==> src/rtl/psum_accumulator.sv <==
// -----------------------------------------------------------------------------
// psum_accumulator
//
// Sums cfg_len consecutive signed products from the shift PEs into one partial
// sum. It then rounds the sum half-up, shifts it right by cfg_frac (arithmetic),
// saturates it to OUT_WIDTH and presents it through a valid/ready handshake.
// One result is held at a time. While a result waits in HOLD, in_ready is low,
// so each block costs one bubble cycle.
//
// Ports
//   clk        in   1            clock, all state changes on the rising edge
//   rst        in   1            synchronous active-high reset
//   cfg_len    in   LEN_WIDTH    products per result (0 behaves as 1),
//                                sampled on the first beat of a block
//   cfg_frac   in   FRAC_WIDTH   right shift applied to the sum, sampled with
//                                cfg_len
//   in_valid   in   1            product beat valid
//   in_ready   out  1            block can accept a beat (low while holding)
//   in_data    in   INTER_WIDTH  signed product
//   out_valid  out  1            result valid
//   out_ready  in   1            consumer accepts the result
//   out_data   out  OUT_WIDTH    signed, rounded, saturated result
// -----------------------------------------------------------------------------
module psum_accumulator #(
    parameter int INTER_WIDTH = 16,
    parameter int LEN_WIDTH   = 8,
    parameter int ACC_WIDTH   = 24,
    parameter int OUT_WIDTH   = 16,
    parameter int FRAC_WIDTH  = 3
) (
    input  logic                   clk,
    input  logic                   rst,
    input  logic [LEN_WIDTH-1:0]   cfg_len,
    input  logic [FRAC_WIDTH-1:0]  cfg_frac,
    input  logic                   in_valid,
    output logic                   in_ready,
    input  logic [INTER_WIDTH-1:0] in_data,
    output logic                   out_valid,
    input  logic                   out_ready,
    output logic [OUT_WIDTH-1:0]   out_data
);

    localparam logic [1:0] ST_IDLE = 2'd0;
    localparam logic [1:0] ST_ACC  = 2'd1;
    localparam logic [1:0] ST_HOLD = 2'd2;

    // The rounding stage works one bit wider than the accumulator. The
    // half-LSB add can then never wrap, even for the largest legal sum.
    localparam logic signed [ACC_WIDTH:0] ONE_EXT  = {{ACC_WIDTH{1'b0}}, 1'b1};
    localparam logic signed [ACC_WIDTH:0] ZERO_EXT = {(ACC_WIDTH+1){1'b0}};
    localparam logic signed [ACC_WIDTH:0] OUT_MAX_EXT =
        {{(ACC_WIDTH-OUT_WIDTH+2){1'b0}}, {(OUT_WIDTH-1){1'b1}}};
    localparam logic signed [ACC_WIDTH:0] OUT_MIN_EXT =
        {{(ACC_WIDTH-OUT_WIDTH+2){1'b1}}, {(OUT_WIDTH-1){1'b0}}};
    localparam logic [FRAC_WIDTH-1:0] FRAC_ZERO = {FRAC_WIDTH{1'b0}};
    localparam logic [FRAC_WIDTH-1:0] FRAC_ONE  = {{(FRAC_WIDTH-1){1'b0}}, 1'b1};
    localparam logic [LEN_WIDTH-1:0]  LEN_ZERO  = {LEN_WIDTH{1'b0}};
    localparam logic [LEN_WIDTH-1:0]  LEN_ONE   = {{(LEN_WIDTH-1){1'b0}}, 1'b1};

    // Rounds half-up, shifts arithmetically by frac, and clamps the result
    // to the signed OUT_WIDTH range.
    function automatic logic [OUT_WIDTH-1:0] round_sat(
        input logic [ACC_WIDTH-1:0]  sum,
        input logic [FRAC_WIDTH-1:0] frac
    );
        logic signed [ACC_WIDTH:0] sum_ext;
        logic signed [ACC_WIDTH:0] half;
        logic signed [ACC_WIDTH:0] rounded;
        logic signed [ACC_WIDTH:0] shifted;
        logic [OUT_WIDTH-1:0]      res;
        sum_ext = $signed({sum[ACC_WIDTH-1], sum});
        if (frac != FRAC_ZERO) begin
            half = ONE_EXT << (frac - FRAC_ONE);
        end else begin
            half = ZERO_EXT;
        end
        rounded = sum_ext + half;
        shifted = rounded >>> frac;
        if (shifted > OUT_MAX_EXT) begin
            res = OUT_MAX_EXT[OUT_WIDTH-1:0];
        end else if (shifted < OUT_MIN_EXT) begin
            res = OUT_MIN_EXT[OUT_WIDTH-1:0];
        end else begin
            res = shifted[OUT_WIDTH-1:0];
        end
        return res;
    endfunction

    logic [1:0]            state_r;
    logic [ACC_WIDTH-1:0]  acc_r;
    logic [LEN_WIDTH-1:0]  cnt_r;
    logic [LEN_WIDTH-1:0]  len_q_r;
    logic [FRAC_WIDTH-1:0] frac_q_r;
    logic                  out_valid_r;
    logic                  in_ready_r;
    logic [OUT_WIDTH-1:0]  out_data_r;

    logic                  beat_s;
    logic [ACC_WIDTH-1:0]  in_data_ext_s;
    logic [LEN_WIDTH-1:0]  len_eff_s;
    logic [LEN_WIDTH-1:0]  cnt_inc_s;
    logic [ACC_WIDTH-1:0]  sum_next_s;
    logic [FRAC_WIDTH-1:0] frac_sel_s;
    logic                  last_beat_s;
    logic                  release_s;
    logic [1:0]            state_next_s;

    assign in_ready  = in_ready_r;
    assign out_valid = out_valid_r;
    assign out_data  = out_data_r;

    assign beat_s        = in_valid && in_ready_r;
    assign in_data_ext_s = {{(ACC_WIDTH-INTER_WIDTH){in_data[INTER_WIDTH-1]}}, in_data};
    assign len_eff_s     = (cfg_len == LEN_ZERO) ? LEN_ONE : cfg_len;
    // cnt_r stays below len_q_r. len_q_r fits in LEN_WIDTH, so this never wraps.
    assign cnt_inc_s     = cnt_r + LEN_ONE;

    // Next-state decode, next running sum and end-of-block detection.
    always_comb begin
        state_next_s = state_r;
        sum_next_s   = acc_r;
        frac_sel_s   = frac_q_r;
        last_beat_s  = 1'b0;
        release_s    = 1'b0;
        case (state_r)
            ST_IDLE: begin
                // The first beat loads the accumulator. The live cfg_frac
                // is used because frac_q_r is only captured on this edge.
                sum_next_s = in_data_ext_s;
                frac_sel_s = cfg_frac;
                if (beat_s) begin
                    last_beat_s  = (len_eff_s == LEN_ONE);
                    state_next_s = (len_eff_s == LEN_ONE) ? ST_HOLD : ST_ACC;
                end else begin
                    state_next_s = ST_IDLE;
                end
            end
            ST_ACC: begin
                sum_next_s = acc_r + in_data_ext_s;
                frac_sel_s = frac_q_r;
                if (beat_s) begin
                    last_beat_s  = (cnt_inc_s == len_q_r);
                    state_next_s = (cnt_inc_s == len_q_r) ? ST_HOLD : ST_ACC;
                end else begin
                    state_next_s = ST_ACC;
                end
            end
            ST_HOLD: begin
                if (out_ready) begin
                    release_s    = 1'b1;
                    state_next_s = ST_IDLE;
                end else begin
                    state_next_s = ST_HOLD;
                end
            end
            default: begin
                state_next_s = ST_IDLE;
            end
        endcase
    end

    // FSM state register.
    always_ff @(posedge clk) begin
        if (rst) begin
            state_r <= ST_IDLE;
        end else begin
            state_r <= state_next_s;
        end
    end

    // Accumulator, beat counter and per-block configuration capture.
    always_ff @(posedge clk) begin
        if (rst) begin
            acc_r    <= {ACC_WIDTH{1'b0}};
            cnt_r    <= LEN_ZERO;
            len_q_r  <= LEN_ONE;
            frac_q_r <= FRAC_ZERO;
        end else if (beat_s) begin
            acc_r <= sum_next_s;
            if (state_r == ST_IDLE) begin
                len_q_r  <= len_eff_s;
                frac_q_r <= cfg_frac;
                cnt_r    <= LEN_ONE;
            end else begin
                cnt_r <= cnt_inc_s;
            end
        end else begin
            acc_r <= acc_r;
        end
    end

    // Result register and handshake flags. in_ready is kept as the
    // complement of out_valid so that both come straight from flops.
    always_ff @(posedge clk) begin
        if (rst) begin
            out_valid_r <= 1'b0;
            in_ready_r  <= 1'b1;
            out_data_r  <= {OUT_WIDTH{1'b0}};
        end else if (last_beat_s) begin
            out_valid_r <= 1'b1;
            in_ready_r  <= 1'b0;
            out_data_r  <= round_sat(sum_next_s, frac_sel_s);
        end else if (release_s) begin
            out_valid_r <= 1'b0;
            in_ready_r  <= 1'b1;
        end else begin
            out_valid_r <= out_valid_r;
            in_ready_r  <= in_ready_r;
        end
    end

endmodule

==> config.mk <==
export PLATFORM = sky130hd
export DESIGN_NAME = psum_accumulator
export DESIGN_NICKNAME = d
export VERILOG_FILES = /design/src/rtl/psum_accumulator.sv
export SDC_FILE = /design/constraint.sdc
export NUM_CORES = 1
export LEC_CHECK = 0
export BUFFER_PORTS_ARGS = -buffer_cell sky130_fd_sc_hd__buf_2
export CORE_ASPECT_RATIO = 2
export CORE_MARGIN = 8
export CORE_UTILIZATION = 37
export DETAILED_ROUTE_END_ITERATION = 7
export HOLD_SLACK_MARGIN = 0.08
export PLACE_DENSITY = 0.54
export SLEW_MARGIN = 20
export SYNTH_ARGS = -nofsm -noshare
export SYNTH_HDL_FRONTEND = slang
export SYNTH_SLANG_ARGS = --single-unit
==> constraint.sdc <==
create_clock -name clk -period 6.2 [get_ports clk]
set_input_delay 0.62 -clock clk [delete_from_list [all_inputs] [get_ports clk]]
set_output_delay 0.62 -clock clk [all_outputs]
set_load 0.01 [all_outputs]
==> flow_results.org <==
** Run status
- The flow ran to the end, and the final reports show no timing, DRC or antenna violations.

** Synth
- By area the synthesized netlist is led by dfxtp_1 (20%), ha_1 (6.6%), a21oi_1 (6.5%).
- The number of nets in the synthesized netlist is 960.
- The Yosys step of the flow raised 0 warnings.
- For this run, the leading register cell type out of synthesis is dfxtp_1.
- A synthesized cell averages 7.200 µm².
- Synthesis instantiated 87 different standard cells from the library.
- Ranking of synthesized cells by instance count :: nor2_1 (108), nand2_1 (99), a21oi_1 (83)
- Share of the yosys chip area belonging to registers :: 0.1961
- Synthesis inferred 63 register bits.
- The synthesized design contains 0 enable-type register cells.
- Area of the mapped netlist :: 6430 µm²
- Count of mapped cells out of synthesis :: 893
- Proportion of synthesized flip-flops having asynchronous set or reset :: 0
- nor2_1 is the most common cell in the netlist.
- Of the post-synthesis cell area, the dominant cell type holds 0.1961.
- Summed over all instances, the cell type with the most area after synthesis is dfxtp_1.

** STA
- Final Hold Slack :: 0.4683 ns
- Max_slew headroom :: 0.4398
- For the pin with the worst max-slew slack, the measured transition is 0.8403 ns.
- Final Max Slew Viols :: 0
- The final-report hold violation count is 0.
- For this run, the top clock speed supported by timing is 0.1882 GHz.
- Of the available clock period, the critical path in the final layout requires 0.8571.
- Worst setup skew after layout :: 0.009665 ns
- Setup repair after global routing missed its margin :: false
- Total Neg Setup Slack :: 0 ns
- The worst path in the final design needs a cycle of 5.314 ns, including I/O delays and setup.
- Number of failing setup endpoints in the final timing report :: 0

** Finish
- Antenna Diode Count :: 0
- Compared with the post-synthesis result, the final layout area differs by 11.11%.
- Layout cells sized above 1 :: 0.1326
- Final instance area :: 7144 µm²
- Share of the core filled with cells in the final layout :: 0.4157
- Total Nets Final :: 982

** Worst setup path
- The worst register-to-register path has a depth of 23.
- The endpoint identified for the worst register-to-register timing path is out_data[4].
- The critical path in this run is classified as flip-flop to flip-flop.
- Max FO, Critical Path :: 14
- Critical Path Sink Type :: flip-flop
- Required time at the endpoint of the critical path :: 6.40 ns
- At the worst endpoint, the arrival time is 5.52 ns.
- Startpoint of the most critical register-to-register path :: state_r[0]
- Setup slack on the worst reg-to-reg path comes out at 0.89 ns.
- STA classifies the critical path startpoint as a flip-flop.

** Floorplan
- Measured along the y axis, the die boundary spans 202.4 µm.
- Pin placement for this block handled 49 I/O pins.
- Placeable core region :: 17190 µm²
- In this run the horizontal extent of the chip is 109.2 µm.
- Placement row count :: 68
- The floorplan step defined a die boundary enclosing 22110 µm².
- The initial utilization of the core area, before any placement, comes to 0.3741.

** Clock tree
- The number of clock buffers added by TritonCTS is 9.
- TritonCTS built the clock tree.
- The longest clock path from root to sink contains 2 buffers.
- At the later pin of the worst-skew pair, clock insertion delay measures 0.34 ns.
- Post-cts resize count :: 0
- Buffers inserted to repair hold after CTS numbered 0.
- Cell at the root of the clock tree :: clkbuf_16
- The tree built by TritonCTS fans out to 63 sinks.
- H-tree depth reported by CTS :: 3
- Clock slew at the register clock pins of the worst setup and hold paths :: 0.06 ns
- Number of buffers inserted to repair setup after CTS :: 0

** Min path
- In this run the most critical hold path is launched from len_q_r[4].
- Hold endpoint :: len_q_r[4]
- Along the worst hold path, the cell count comes to 2.
- The tightest min-delay check is of the flip-flop to flip-flop type.

** Placement
- I/O Buffers :: 48
- Area after DPL :: 6830 µm²
- After legalization and detailed placement, the total HPWL measured 16070 µm.
- Last weighted congestion value of the routability-driven placer :: 0.9172

** Routing
- Once detail routing completed, the nets flagged for antenna violations numbered 0.
- Starting DRT DRC Count :: 227
- The routed layout has 6613 vias.
- The final layout contains routed wiring with a total length of 20710 µm.
- First-pass iteration count of the detailed router :: 5
- Routed via count divided by cell count :: 5.852
- Average detailed-routed wire length per instance :: 18.32 µm
- After detailed routing, the number of remaining DRC violations is 0.

** Power and ir drop
- Largest vdd supply drop :: 0.1186 mV
- Internal power contribution :: 1.086 mW
- For this design the ratio of total power to cell area is 255.0 nW/µm².
- Power share of the combinational group :: 0.446
- Leakage power total :: 2.810 nW
- Part of the power in the clock network :: 0.301
- Sequential cell fraction of total power :: 0.252
- Of the total power, the share spent switching nets is 0.4040.
- In this run the power spent charging and discharging nets is 0.7360 mW.

** Global routing
- The first global-routing pass estimated 33690 µm of wire.
- Largest net degree at the start of global routing :: 64
- The initial antenna violation count came to 0.
- Global route overflow :: 0
- Vias in the first global route :: 6768
- Total Routing Usage GR :: 0.1904

** Run
- Max Cap Violations :: 0
[power groups by stage]
stage               combinational (mW)  sequential [mW]  clock (mW)
floorplan                        0.614            0.466           0
CTS                              0.813            0.460       0.564
global placement                 0.809            0.468           0
finish                           0.813            0.459       0.549
detailed placement               0.810            0.468           0
global route                     0.899            0.464       0.578
[placed cells by master, fill, tap and decap left out, types with 6 or more instances in the layout]
cell | synthesis | layout
a21o_1 | 9 | 9
nand2_1 | 99 | 99
mux2i_1 | 27 | 25
or3_1 | 9 | 9
nand4_1 | 27 | 27
nand3_1 | 14 | 14
a22oi_1 | 7 | 7
o21a_1 | 10 | 10
a31oi_1 | 7 | 7
a211oi_1 | 16 | 16
xnor2_1 | 37 | 37
o211ai_1 | 7 | 7
o21ai_0 | 56 | 56
o21bai_1 | 17 | 17
nor3_1 | 41 | 41
nor2_1 | 108 | 108
a21oi_1 | 83 | 83
buf_2 | 10 | 48
inv_1 | 12 | 12
xor2_1 | 8 | 8
o21ai_1 | 17 | 17
mux2_2 | 6 | 6
and2_1 | 10 | 10
dfxtp_1 | 63 | 63
clkbuf_16 | 0 | 9
buf_4 | 2 | 16
nor4_1 | 10 | 10
ha_1 | 34 | 34
[per-layer routing]
layer	routed length, µm	GRT usage
met1	7528	0.1867
met2	11290	0.3588
met3	910	0.02360
met4	976	0.1156
met5	0	0
[registers in the layout, summed over array words and instances (netlist names)]
signal and count:
out_valid 1, len_q_r 8, out_data 16, acc_r 24
in_ready 1, state_r 2, frac_q_r 3, cnt_r 8
[per-stage QoR]
step / power [mW] / cells / setup WS [ns]
after floorplan: 1.080 / 893 / 0.5895
after global placement: 1.277 / 1114 / 0.6929
after detailed placement: 1.278 / 1114 / 0.6239
after CTS: 1.837 / 1130 / 0.8772
after global routing: 1.941 / 1130 / 0.4208
final: 1.822 / 1130 / 0.8863
[kinds of logic (layout without fill, tap and decap cells)]
group	count (synthesis)	after routing	synth area share
compound gates	287	287	0.2968
fa+ha+maj	36	36	0.07239
simple gates	362	362	0.2769
buf+inv	66	93	0.04339
xor+xnor	45	45	0.06130
other cells	1	1	0.0005832
mux	33	33	0.05254
flops	63	63	0.1961
[worst max-delay path, cell delays in order, from the launching register on]
cell and delay [ns]:
dfxtp_1 0.31, nor2_1 0.20, buf_4 0.28, mux2i_2 0.25
nand2_1 0.14, inv_1 0.15, ha_1 0.21, nand2_1 0.06
nor3_1 0.17, ha_1 0.22, fa_1 0.21, a21oi_1 0.06
o21ai_0 0.28, o21ba_2 0.19, o21a_1 0.17, nand2_1 0.08
nor3_2 0.38, nand4_2 0.24, nor2_1 0.34, mux2i_1 0.15
nor3_1 0.19, a41oi_1 0.28, nor2_2 0.45, o21ai_1 0.13
[how the worst max path moves through the flow]
stage                    start            to  slack [ns]  cells after the start
finish              state_r[0]   out_data[4]        0.89                     23
CTS                 state_r[0]   out_data[4]        0.88                     23
global placement    in_data[0]  out_data[13]        0.69                     23
floorplan           state_r[1]   out_data[6]        0.59                     25
global route        state_r[0]   out_data[7]        0.42                     23
detailed placement  in_data[0]   out_data[4]        0.62                     24
[final cells by class]
class / count / area [µm²]
Timing Repair Buffer: 64 / 360.3
Inverter: 13 / 48.80
Clock buffer: 10 / 229.0
Sequential cell: 63 / 1261
Multi-Input combinational cell: 764 / 4897
Tap cell: 210 / 262.8
Clock inverter: 6 / 85.08
Fill cell: 1871 / 10040
Note: power is estimated with default switching activity, not from simulation.
